### config.mk
export PLATFORM = sky130hd
export DESIGN_NAME = param_shift_reg
export DESIGN_NICKNAME = d
export VERILOG_FILES = /design/src/rtl/param_shift_reg.sv
export SDC_FILE = /design/constraint.sdc
export NUM_CORES = 1
export LEC_CHECK = 0
export CAP_MARGIN = 40
export CORE_UTILIZATION = 45
export CTS_CLUSTER_DIAMETER = 100
export CTS_CLUSTER_SIZE = 25
export DETAILED_ROUTE_END_ITERATION = 16
export GPL_ROUTABILITY_DRIVEN = 0
export HOLD_SLACK_MARGIN = 0.08
export PLACE_DENSITY = 0.82
export SYNTH_ARGS = -nofsm -noshare
export SYNTH_HDL_FRONTEND = slang
export SYNTH_SLANG_ARGS = --single-unit
### constraint.sdc
create_clock -name clk -period 1.8 [get_ports clk]
set_clock_uncertainty 0.05 [all_clocks]
set_input_delay 0.18 -clock clk [delete_from_list [all_inputs] [get_ports clk]]
set_output_delay 0.18 -clock clk [all_outputs]
set_load 0.005 [all_outputs]
### src/rtl/param_shift_reg.sv
// rtl/param_shift_reg.sv - universal shift register (hold/right/left/load) with shift counter and done flag
// Optional rotate input enabled by PARAM_SHIFT_REG_ROTATE_EN.
module param_shift_reg #(
    parameter int                WIDTH     = 8,
    parameter logic [WIDTH-1:0]  RESET_VAL = {WIDTH{1'b0}},
    localparam int               CNT_W     = $clog2(WIDTH + 1)
) (
    input  logic             clk,
    input  logic             rst,
    input  logic             en,
    input  logic [1:0]       mode,
    input  logic             sin_r,
    input  logic             sin_l,
`ifdef PARAM_SHIFT_REG_ROTATE_EN
    input  logic             rot,
`endif
    input  logic [WIDTH-1:0] pin,
    output logic [WIDTH-1:0] pout,
    output logic             sout_r,
    output logic             sout_l,
    output logic [CNT_W-1:0] shift_cnt,
    output logic             done
);

    localparam logic [1:0] MODE_HOLD  = 2'b00;
    localparam logic [1:0] MODE_RIGHT = 2'b01;
    localparam logic [1:0] MODE_LEFT  = 2'b10;
    localparam logic [1:0] MODE_LOAD  = 2'b11;

    localparam logic [CNT_W-1:0] CNT_MAX = CNT_W'(WIDTH);

    logic [WIDTH-1:0] q_q, q_d;
    logic [CNT_W-1:0] cnt_q, cnt_d;
    logic             done_q, done_d;
    logic [CNT_W-1:0] cnt_step;
    logic             in_r, in_l;

    // Rotation recirculates the outgoing bit instead of taking the serial input.
`ifdef PARAM_SHIFT_REG_ROTATE_EN
    assign in_r = rot ? q_q[0]       : sin_r;
    assign in_l = rot ? q_q[WIDTH-1] : sin_l;
`else
    assign in_r = sin_r;
    assign in_l = sin_l;
`endif

    assign cnt_step = (cnt_q < CNT_MAX) ? cnt_q + CNT_W'(1) : cnt_q;

    always_comb begin
        q_d    = q_q;
        cnt_d  = cnt_q;
        done_d = done_q;
        if (en) begin
            case (mode)
                MODE_HOLD: begin
                    q_d = q_q;
                end
                MODE_RIGHT: begin
                    q_d    = {in_r, q_q[WIDTH-1:1]};
                    cnt_d  = cnt_step;
                    done_d = (cnt_step == CNT_MAX);
                end
                MODE_LEFT: begin
                    q_d    = {q_q[WIDTH-2:0], in_l};
                    cnt_d  = cnt_step;
                    done_d = (cnt_step == CNT_MAX);
                end
                MODE_LOAD: begin
                    q_d    = pin;
                    cnt_d  = '0;
                    done_d = 1'b0;
                end
                default: begin
                    q_d = q_q;
                end
            endcase
        end
    end

    always_ff @(posedge clk) begin
        if (rst) begin
            q_q    <= RESET_VAL;
            cnt_q  <= '0;
            done_q <= 1'b0;
        end else begin
            q_q    <= q_d;
            cnt_q  <= cnt_d;
            done_q <= done_d;
        end
    end

    assign pout      = q_q;
    assign sout_r    = q_q[0];
    assign sout_l    = q_q[WIDTH-1];
    assign shift_cnt = cnt_q;
    assign done      = done_q;

endmodule

==> qor.txt <==
POWER
----------------------------------------------------------------------------------------
Maximum vdd ir drop                                                             0.497 mV
PwrDens                                                                      646 nW/um^2
Leakage power figure                                                            0.418 nW

SYNTHESIS
----------------------------------------------------------------------------------------
Share of the yosys chip area belonging to registers                                34.2%
Avg Cell Area, Syn                                                             8.56 um^2
Net Count, Synth                                                                     105
Netlist area before placement                                                   762 um^2
Warnings, synthesis                                                                    0
Post-Syn Instances                                                                    89
Number of distinct standard cells referenced by the synthesized netlist               29
Number of synthesized register bits                                                   13

FINAL LAYOUT
----------------------------------------------------------------------------------------
Inserted Diodes                                                                        0
Cell Count, Final, Fillers Out                                                       135
Fin nets                                                                             136
Share of post-route cells with drive strength above 1                              11.8%
Synthesis-to-finish area growth                                                    41.2%

TIMING
----------------------------------------------------------------------------------------
Final count of hold timing violations                                                  0
Share of the clock period used by the worst path after layout                      84.4%
Actual slew at the worst max-slew pin                                           0.490 ns
Final min period                                                                 1.52 ns
Final slew viol count                                                                  0
Setup violation total in the final timing report                                       0
Worst-case hold slack                                                           0.454 ns
Accumulated negative setup slack                                                    0 ns
RSZ-0062 raised after global routing                                                  no
Relative slew slack                                                                67.2%
Max Fclk                                                                       0.658 GHz

FLOORPLAN
----------------------------------------------------------------------------------------
Die Y-Extent                                                                     43.2 um
Initial Util                                                                       49.4%
Core Footprint                                                                 1540 um^2
Number of top-level design ports                                                      30
Number of rows created at floorplan                                                   14
Die X                                                                            43.2 um
Area enclosed by the die boundary                                              1860 um^2

CRITICAL PATH
----------------------------------------------------------------------------------------
Top delay family on crit path                                               buffers and inverters
Cell with the largest stage delay on the worst path                         sky130_fd_sc_hd__clkdlybuf4s50_1
Delay of the slowest cell on the worst path                                      0.55 ns
Maximum fanout encountered on the critical timing path                                 7
Worst path buffer plus inverter count                                                  1
Class of the most critical setup path                                       flip-flop to primary output
Worst path arrival time                                                          1.29 ns
Type of origin of the critical path                                            flip-flop
Cells traversed along the worst timing path                                 clkdlybuf4s50_1
Capturing element type of the critical path                                 primary output
Required time of the worst setup path                                            1.57 ns

DETAILED ROUTING
----------------------------------------------------------------------------------------
Via density                                                                         5.59
Mean routed wirelength per cell                                                  13.0 um
Initial DRC count                                                                     10
Remaining design rule violation count                                                  0
Routed Antenna Nets                                                                    0
Initial DRT Pass Iterations                                                            4
Routed Wire Length                                                               1760 um
Total via count after detailed routing                                               755

GLOBAL ROUTE
----------------------------------------------------------------------------------------
Wire length of the first global-routing pass                                     2910 um
Total track usage                                                                  21.1%
Maximum number of pins on one net before global-route repair                          14
Grt ovf                                                                                0
Antenna violations before repair                                                       0
Number of global-route vias before repair                                            630

CLOCK TREE
----------------------------------------------------------------------------------------
TritonCTS clock tree                                                               built
Number of buffers created by CTS                                                       3
Latest clock arrival within the worst-skew pair                                  0.29 ns
Register clock-pin slew on the reported worst setup and hold paths               0.08 ns
Number of setup buffers added after CTS                                                0
Cell at the root of the clock tree                                          sky130_fd_sc_hd__clkbuf_4
Cts repair resizes                                                                     0
H-tree levels                                                                          1
Clock Sink Count                                                                      13
Max Buffers Root-to-Sink                                                               2
CTS Hold Buffers Added                                                                 0

PLACED DESIGN
----------------------------------------------------------------------------------------
Number of cells in the design after placement                                        131
Total half-perimeter wirelength after legalization and detailed placement        1310 um
Count of buffers from port buffering                                                  29

HOLD PATH
----------------------------------------------------------------------------------------
Hold Path Class                                                             flip-flop to flip-flop

RUN STATUS
----------------------------------------------------------------------------------------
Result of the run                                                           finished clean

FLOW RUN
----------------------------------------------------------------------------------------
Max-cap violations                                                                     0

[state kept, by name, summed over array words and instances (netlist names)]
register,cells
done,1
pout,8
shift_cnt,4
[per-stage QoR]
step	setup WS (ns)	utilization (%)	power, mW	cell area, um^2
final	0.281	69.8	0.695	1080
after global routing	0.232	69.8	0.736	1080
after CTS	0.274	69.8	0.701	1080
after detailed placement	0.172	68.0	0.513	1050
after global placement	0.205	68.0	0.511	1050
after floorplan	0.551	-	0.427	762
[final cells by class]
cell class / count / area, um^2
clock buffers: 3 / 22.5
clock inverters: 1 / 5.00
fillers: 138 / 465
multi-input cells: 67 / 433
flip-flops and latches: 13 / 260
well taps: 16 / 20.0
repair buffers: 35 / 335
[cell usage in the layout (no fill, tap or decap), drive strengths merged]
cell	n
o31ai	1
a211oi	11
a2bb2oi	1
nand3	1
nand2b	1
a32o	1
a31o	1
a31oi	2
nand2	10
clkdlybuf4s50	29
xnor2	1
buf	6
mux2i	8
dfxtp	13
nor4b	1
clkinv	1
xor2	1
a22o	1
o21ai	9
clkbuf	3
nor2	12
ha	1
a21oi	3
nor2b	1
[power by group]
part	switching [mW]	internal [mW]	leakage [nW]
logic	0.0743	0.108	0.294
registers	0.0192	0.306	0.107
clock network	0.105	0.0827	0.0177
[cell families (layout without fill, tap and decap cells)]
family / after synthesis / after routing / synth area share, %
AO/OA/AOI/OAI: 30 / 30 / 26.8
XOR/XNOR: 2 / 2 / 2.30
adder cells (fa/ha/maj): 1 / 1 / 1.64
buffers and inverters: 9 / 39 / 9.03
flip-flops: 13 / 13 / 34.2
multiplexers: 8 / 8 / 10.5
AND/OR/NAND/NOR: 26 / 26 / 15.6
[synth_stat cells]
cell type	instances	area (um^2)
sky130_fd_sc_hd__buf_4	2	15.0
sky130_fd_sc_hd__buf_2	3	15.0
sky130_fd_sc_hd__a211oi_2	1	12.5
sky130_fd_sc_hd__mux2i_1	8	80.1
sky130_fd_sc_hd__nand2_1	10	37.5
sky130_fd_sc_hd__nand2b_1	1	6.26
sky130_fd_sc_hd__o21ai_0	7	35.0
sky130_fd_sc_hd__nor4b_1	1	8.76
sky130_fd_sc_hd__o31ai_1	1	7.51
sky130_fd_sc_hd__a2bb2oi_1	1	8.76
sky130_fd_sc_hd__a31o_2	1	8.76
sky130_fd_sc_hd__buf_6	1	11.3
sky130_fd_sc_hd__a32o_1	1	10.0
sky130_fd_sc_hd__clkbuf_1	2	7.51
sky130_fd_sc_hd__o21ai_1	2	10.0
sky130_fd_sc_hd__a22o_1	1	8.76
sky130_fd_sc_hd__nor2_4	1	11.3
sky130_fd_sc_hd__nand3_1	1	5.00
sky130_fd_sc_hd__nor2_1	10	37.5
sky130_fd_sc_hd__xor2_1	1	8.76
sky130_fd_sc_hd__ha_1	1	12.5
sky130_fd_sc_hd__a21oi_1	3	15.0
sky130_fd_sc_hd__a211oi_1	10	75.1
sky130_fd_sc_hd__a31oi_1	2	12.5
sky130_fd_sc_hd__nor2b_1	1	6.26
sky130_fd_sc_hd__nor2_2	1	6.26
sky130_fd_sc_hd__dfxtp_1	13	260
sky130_fd_sc_hd__buf_12	1	20.0
sky130_fd_sc_hd__xnor2_1	1	8.76
[worst paths after layout]
kind           startpoint            to  slack (ns)  cells after the start
min                  done          done        0.45                      2
max          shift_cnt[0]  shift_cnt[0]        0.28                      1
min reg2reg          done          done        0.45                      2
max reg2reg  shift_cnt[0]          done        0.43                      5
[layer usage]
layer / vias to the layer above / GRT usage [%] / share of wire (%)
met1: 347 / 28.9 / 47
met4: 0 / 7.27 / 0.91
met2: 24 / 30.4 / 46
met3: 2 / 7.66 / 6.1
li1: 382 / - / -
met5: - / 0 / 0
Note: power is estimated with default switching activity, not from simulation.
